File: src/rtl/qvga_fb_pkg.sv
`default_nettype none
// ============================================================================
// Module : qvga_fb_pkg
// Brief  : Shared frame-buffer geometry, pixel type, capture states, colour bars
// Rev    : 1.0  initial release
// ============================================================================
package qvga_fb_pkg;

    localparam int c_H_PIX      = 320;
    localparam int c_V_PIX      = 240;
    localparam int c_ADDR_W     = 17;
    localparam int c_FB_DEPTH   = 76800;
    localparam int c_BAR_W      = 40;

    typedef struct packed {
        logic [4:0] r;
        logic [5:0] g;
        logic [4:0] b;
    } rgb565_t;

    typedef enum logic [1:0] {
        SYNC   = 2'd0,
        VBLANK = 2'd1,
        ACTIVE = 2'd2
    } cap_state_e;

    localparam logic [15:0] c_BAR_WHITE   = 16'hFFFF;
    localparam logic [15:0] c_BAR_YELLOW  = 16'hFFE0;
    localparam logic [15:0] c_BAR_CYAN    = 16'h07FF;
    localparam logic [15:0] c_BAR_GREEN   = 16'h07E0;
    localparam logic [15:0] c_BAR_MAGENTA = 16'hF81F;
    localparam logic [15:0] c_BAR_RED     = 16'hF800;
    localparam logic [15:0] c_BAR_BLUE    = 16'h001F;
    localparam logic [15:0] c_BAR_BLACK   = 16'h0000;

    // Compare chain instead of x/40 keeps the bar lookup divider-free.
    function automatic logic [15:0] bar_color(input logic [15:0] x);
        if      (x < 16'(1 * c_BAR_W)) return c_BAR_WHITE;
        else if (x < 16'(2 * c_BAR_W)) return c_BAR_YELLOW;
        else if (x < 16'(3 * c_BAR_W)) return c_BAR_CYAN;
        else if (x < 16'(4 * c_BAR_W)) return c_BAR_GREEN;
        else if (x < 16'(5 * c_BAR_W)) return c_BAR_MAGENTA;
        else if (x < 16'(6 * c_BAR_W)) return c_BAR_RED;
        else if (x < 16'(7 * c_BAR_W)) return c_BAR_BLUE;
        else                           return c_BAR_BLACK;
    endfunction

endpackage
`default_nettype wire

File: src/rtl/cam_byte_pair.sv
`default_nettype none
// ============================================================================
// Module : cam_byte_pair
// Brief  : Pairs camera bytes into 16-bit RGB565 words (high byte first)
// Rev    : 1.0  initial release
// ============================================================================
module cam_byte_pair
    import qvga_fb_pkg::*;
(
    input  logic       clk,
    input  logic       rst,
    input  logic       i_clear,
    input  logic       i_en,
    input  logic [7:0] i_data,
    output logic       o_valid,
    output rgb565_t    o_pixel
);

    logic       r_phase;
    logic [7:0] r_hi;

    always_ff @(posedge clk) begin
        if (rst || i_clear) begin
            r_phase <= 1'b0;
            r_hi    <= 8'h00;
        end else if (i_en) begin
            if (!r_phase) begin
                r_hi <= i_data;
            end
            r_phase <= ~r_phase;
        end
    end

    // Strobe is combinational so the writer can register the pixel one edge later.
    assign o_valid = i_en && r_phase;
    assign o_pixel = rgb565_t'({r_hi, i_data});

endmodule
`default_nettype wire

File: src/rtl/qvga_cam_fb_writer.sv
`default_nettype none
// ============================================================================
// Module : qvga_cam_fb_writer
// Brief  : Camera VSYNC/HREF byte stream to linear QVGA frame-buffer writes.
//          Optional colour-bar source enabled by QVGA_CAM_TEST_PATTERN_EN.
// Rev    : 1.0  initial release
// ============================================================================
module qvga_cam_fb_writer
    import qvga_fb_pkg::*;
#(
    parameter int H_PIX  = c_H_PIX,
    parameter int V_PIX  = c_V_PIX,
    parameter int ADDR_W = c_ADDR_W
)
(
    input  logic              clk,
    input  logic              reset,
    input  logic              vsync,
    input  logic              href,
    input  logic [7:0]        cam_data,
    input  logic              test_en,
    output logic              wclk,
    output logic              we,
    output logic [ADDR_W-1:0] wAddr,
    output logic [15:0]       wData,
    output logic              frame_done
);

    localparam int c_X_W = $clog2(H_PIX + 1);
    localparam int c_Y_W = $clog2(V_PIX + 1);

    cap_state_e        r_state;
    cap_state_e        w_state_next;
    logic              r_href_d;
    logic [c_X_W-1:0]  r_x;
    logic [c_Y_W-1:0]  r_y;
    logic [ADDR_W-1:0] r_base;
    logic [ADDR_W-1:0] r_addr;
    logic              r_line_px;
    logic              r_frame_px;
    logic              r_we;
    logic [ADDR_W-1:0] r_waddr;
    rgb565_t           r_wdata;
    logic              r_frame_done;

    logic              w_active;
    logic              w_line_end;
    logic              w_bp_en;
    logic              w_bp_clear;
    logic              w_bp_valid;
    rgb565_t           w_bp_pixel;
    logic              w_in_frame;
    logic              w_wr;
    rgb565_t           w_pix;
    logic [ADDR_W-1:0] w_next_base;

    assign w_active    = (r_state == ACTIVE);
    assign w_line_end  = w_active && r_href_d && !href;
    assign w_bp_en     = w_active && href && !vsync;
    assign w_bp_clear  = !w_active || vsync || w_line_end;
    assign w_in_frame  = (r_x < c_X_W'(H_PIX)) && (r_y < c_Y_W'(V_PIX));
    assign w_wr        = w_bp_valid && w_in_frame;
    assign w_next_base = r_base + ADDR_W'(H_PIX);

    cam_byte_pair u_byte_pair (
        .clk     (clk),
        .rst     (reset),
        .i_clear (w_bp_clear),
        .i_en    (w_bp_en),
        .i_data  (cam_data),
        .o_valid (w_bp_valid),
        .o_pixel (w_bp_pixel)
    );

`ifdef QVGA_CAM_TEST_PATTERN_EN
    assign w_pix = test_en ? rgb565_t'(bar_color(16'(r_x))) : w_bp_pixel;
`else
    logic w_unused_test_en;
    assign w_unused_test_en = test_en;
    assign w_pix            = w_bp_pixel;
`endif

    always_ff @(posedge clk) begin
        if (reset) begin
            r_state <= SYNC;
        end else begin
            r_state <= w_state_next;
        end
    end

    // SYNC waits for a full blanking interval so a partial first frame is never captured.
    always_comb begin
        w_state_next = r_state;
        case (r_state)
            SYNC:    if (vsync)  w_state_next = VBLANK;
            VBLANK:  if (!vsync) w_state_next = ACTIVE;
            ACTIVE:  if (vsync)  w_state_next = VBLANK;
            default: w_state_next = SYNC;
        endcase
    end

    always_ff @(posedge clk) begin
        if (reset) begin
            r_href_d     <= 1'b0;
            r_x          <= '0;
            r_y          <= '0;
            r_base       <= '0;
            r_addr       <= '0;
            r_line_px    <= 1'b0;
            r_frame_px   <= 1'b0;
            r_we         <= 1'b0;
            r_waddr      <= '0;
            r_wdata      <= '0;
            r_frame_done <= 1'b0;
        end else begin
            r_href_d     <= href;
            r_we         <= 1'b0;
            r_frame_done <= 1'b0;
            if (!w_active || vsync) begin
                if (w_active) begin
                    r_frame_done <= r_frame_px;
                end
                r_x        <= '0;
                r_y        <= '0;
                r_base     <= '0;
                r_addr     <= '0;
                r_line_px  <= 1'b0;
                r_frame_px <= 1'b0;
            end else if (w_line_end) begin
                r_x       <= '0;
                r_line_px <= 1'b0;
                // Only lines that produced pixels consume a row; y saturates at V_PIX.
                if (r_line_px && (r_y < c_Y_W'(V_PIX))) begin
                    r_y    <= r_y + 1'b1;
                    r_base <= w_next_base;
                    r_addr <= w_next_base;
                end else begin
                    r_addr <= r_base;
                end
            end else if (w_bp_valid) begin
                r_line_px <= 1'b1;
                if (r_x < c_X_W'(H_PIX)) begin
                    r_x <= r_x + 1'b1;
                end
                if (w_wr) begin
                    r_we       <= 1'b1;
                    r_waddr    <= r_addr;
                    r_wdata    <= w_pix;
                    r_addr     <= r_addr + 1'b1;
                    r_frame_px <= 1'b1;
                end
            end
        end
    end

    assign wclk       = clk;
    assign we         = r_we;
    assign wAddr      = r_waddr;
    assign wData      = r_wdata;
    assign frame_done = r_frame_done;

endmodule
`default_nettype wire

File: config.mk
export PLATFORM = sky130hd
export DESIGN_NAME = qvga_cam_fb_writer
export DESIGN_NICKNAME = d
export VERILOG_FILES = /design/src/rtl/qvga_fb_pkg.sv /design/src/rtl/cam_byte_pair.sv /design/src/rtl/qvga_cam_fb_writer.sv
export SDC_FILE = /design/constraint.sdc
export NUM_CORES = 1
export LEC_CHECK = 0
export ABC_AREA = 0
export BUFFER_PORTS_ARGS = -buffer_cell sky130_fd_sc_hd__buf_2
export CORE_UTILIZATION = 35
export DETAILED_ROUTE_END_ITERATION = 8
export MAX_ROUTING_LAYER = met4
export SYNTH_ARGS = -nofsm -noshare
export SYNTH_HDL_FRONTEND = slang
export SYNTH_SLANG_ARGS = --single-unit
File: constraint.sdc
create_clock -name clk -period 2.2 [get_ports clk]
set_input_delay 0.44 -clock clk [delete_from_list [all_inputs] [get_ports clk]]
set_output_delay 0.44 -clock clk [all_outputs]
set_load 0.05 [all_outputs]
==> summary.txt <==
Worst slew margin = 0.683
Setup Skew = 0.00782 ns
CTS tree = done
vias in the first global route = 2994
MaxCap Viol Count = 0
Arrival @ worst endpoint = 1.54 ns
antenna-violating nets left = 0
final worst slack = 0.217 ns
met1 WL = 4.16 mm
Slew Viols, Final = 0
initial drt markers = 220
IO Port Bufs = 47
DRC = 0
Cell variety after synth = 38
routability cong. = 0.809
largest net degree at the start of global routing = 37
chip height = 108 um
drt pass-1 iters = 5
antenna diode count = 0
# IOs = 49
Cell Pwr Density = 776 nW/um2
RSZ-0062 raised after global routing = no
total global routing overflow = 0
# fillers = 1099
via count = 3189
synth top area cells = dfxtp_1, nand2_1, a21oi_1
Post-synth EDFFs = 0
Syn Inst Count = 460
count leader, synth = dfxtp_1
All-Layer GR Usage = 0.159
CP Launch Type = clock port
pre-CTS setup slack = 0.177 ns
Initial Util = 0.361
P&R area growth vs syn = 19.7%
max layer used = met4
cell taking the most area after synthesis = dfxtp_1
WL/cell = 12.5 um
R2R cell count = 5
TNS Setup = 0 ns
fin area = 4730 um2
ys async rst share = 0
final hold violations = 0
cell row count = 38
first-pass GRT wire length = 14.0 mm
register bit total from synthesis = 94
syn nets = 477
Yosys top cell area share = 0.476
Finished Core Util = 0.432
run status = finished clean
Tot Pwr = 3.67 mW
most frequent cells after synthesis = dfxtp_1, nand2_1, a21oi_1, nor2_1, xnor2_1
share of cells above drive strength 1 = 0.165
PostCTS Resize Cnt = 0
CP Class = clk2out
die width = 108 um
leakage power = 1.62 nW
vias per cell = 4.87
die area = 11700 um2
Syn Area/Cell = 8.59 um2
Hold Crit Depth = 2
WP data required = 1.76 ns
Setup Viol. Count Final = 0
WL final = 8.17 mm
placed instance area = 4350 um2
Skew-Pair Late Insertion Delay = 0.45 ns
Clk pin slew, worst setup/hold paths = 0.06 ns
ys flop type = dfxtp_1
hold-fix buffer count after cts = 0
Net count, final = 527
WL met2 = 3.55 mm
sequential area share after synthesis = 0.476
setup repair bufs after CTS = 0
routed length on met3 = 305 um
Crit Path Max Fanout = 2
CP Capture Type = output pin
Slew @ Worst Pin = 0.468 ns
Worst Hold Class = in2reg
peak supply drop = 0.472 mV
synth warn = 0
hpwl dp = 5.51 mm
core area = 10900 um2
post-synthesis cell area = 3950 um2
initial antenna violation count = 0
==> where the power goes <==
group	switching, mW	internal [mW]
registers	0.00319	1.70
logic	0.0274	0.0165
clock network	0.762	1.16
==> area by class of cell <==
class | count | area [um2] | area share
multi-input combinational | 339 | 1950 | 0.412
inverter | 2 | 7.51 | 0.00159
tap | 140 | 175 | 0.0370
sequential | 94 | 1880 | 0.398
clock buffer | 15 | 323 | 0.0683
clock inverter | 5 | 58.8 | 0.0124
timing repair buffer | 60 | 335 | 0.0709
==> sequential cells by signal (all words and copies together) (netlist names), 2 cells and up <==
| signal | cells |
|---|---|
| r_x | 9 |
| wData | 16 |
| r_state | 2 |
| r_y | 8 |
| r_base | 11 |
| r_addr | 17 |
| u_byte_pair.r_hi | 8 |
| wAddr | 17 |
==> worst max-delay path, stage by stage <==
cell and delay, ns:
clkbuf_16 0.12, clkbuf_16 0.12, buf_2 0.20
==> logic make-up (layout without fill, tap and decap cells) <==
kind of cell	count (synthesis)	after routing	share of synthesized area
mux	10	10	0.0257
fa+ha+maj	4	4	0.0127
xor+xnor	45	45	0.0998
simple gates	203	203	0.252
buf+inv	27	82	0.0304
flops	94	94	0.476
compound gates	77	77	0.103
==> placed cells by master (no fill, tap or decap), types with 9 or more instances in the layout <==
master / count
nand3_1: 9
nand2_1: 86
buf_2: 47
nor2_1: 44
dfxtp_1: 94
mux2i_1: 9
o21ai_0: 15
xnor2_1: 27
clkbuf_16: 12
xor2_1: 18
a21oi_1: 55
nand4_1: 17
buf_4: 14
==> metrics by stage <==
stage / hold WS, ns / cells
after detailed placement: 0.445 / 636
after floorplan: 0.430 / 460
after CTS: 0.209 / 655
after global routing: 0.234 / 655
final: 0.221 / 655
after global placement: 0.438 / 636
==> metal layers <==
metal	track usage	up-vias
met5	-	-
met4	0.0773	0
met3	0.0416	14
met2	0.236	52
met1	0.200	1449
li1	-	1674
==> worst paths after layout <==
kind	start	endpoint	slack (ns)
hold reg to reg	u_byte_pair.r_hi[3]$_SDFFE_PP0P_	wData[11]$_SDFFE_PP0P_	0.45
hold / removal	vsync	r_state[1]$_SDFFE_PP0P_	0.22
setup reg to reg	r_state[1]$_SDFFE_PP0P_	r_addr[12]$_SDFFE_PP0P_	0.38
setup / recovery	clk	wclk	0.22
(Power assumes the default switching activity.)
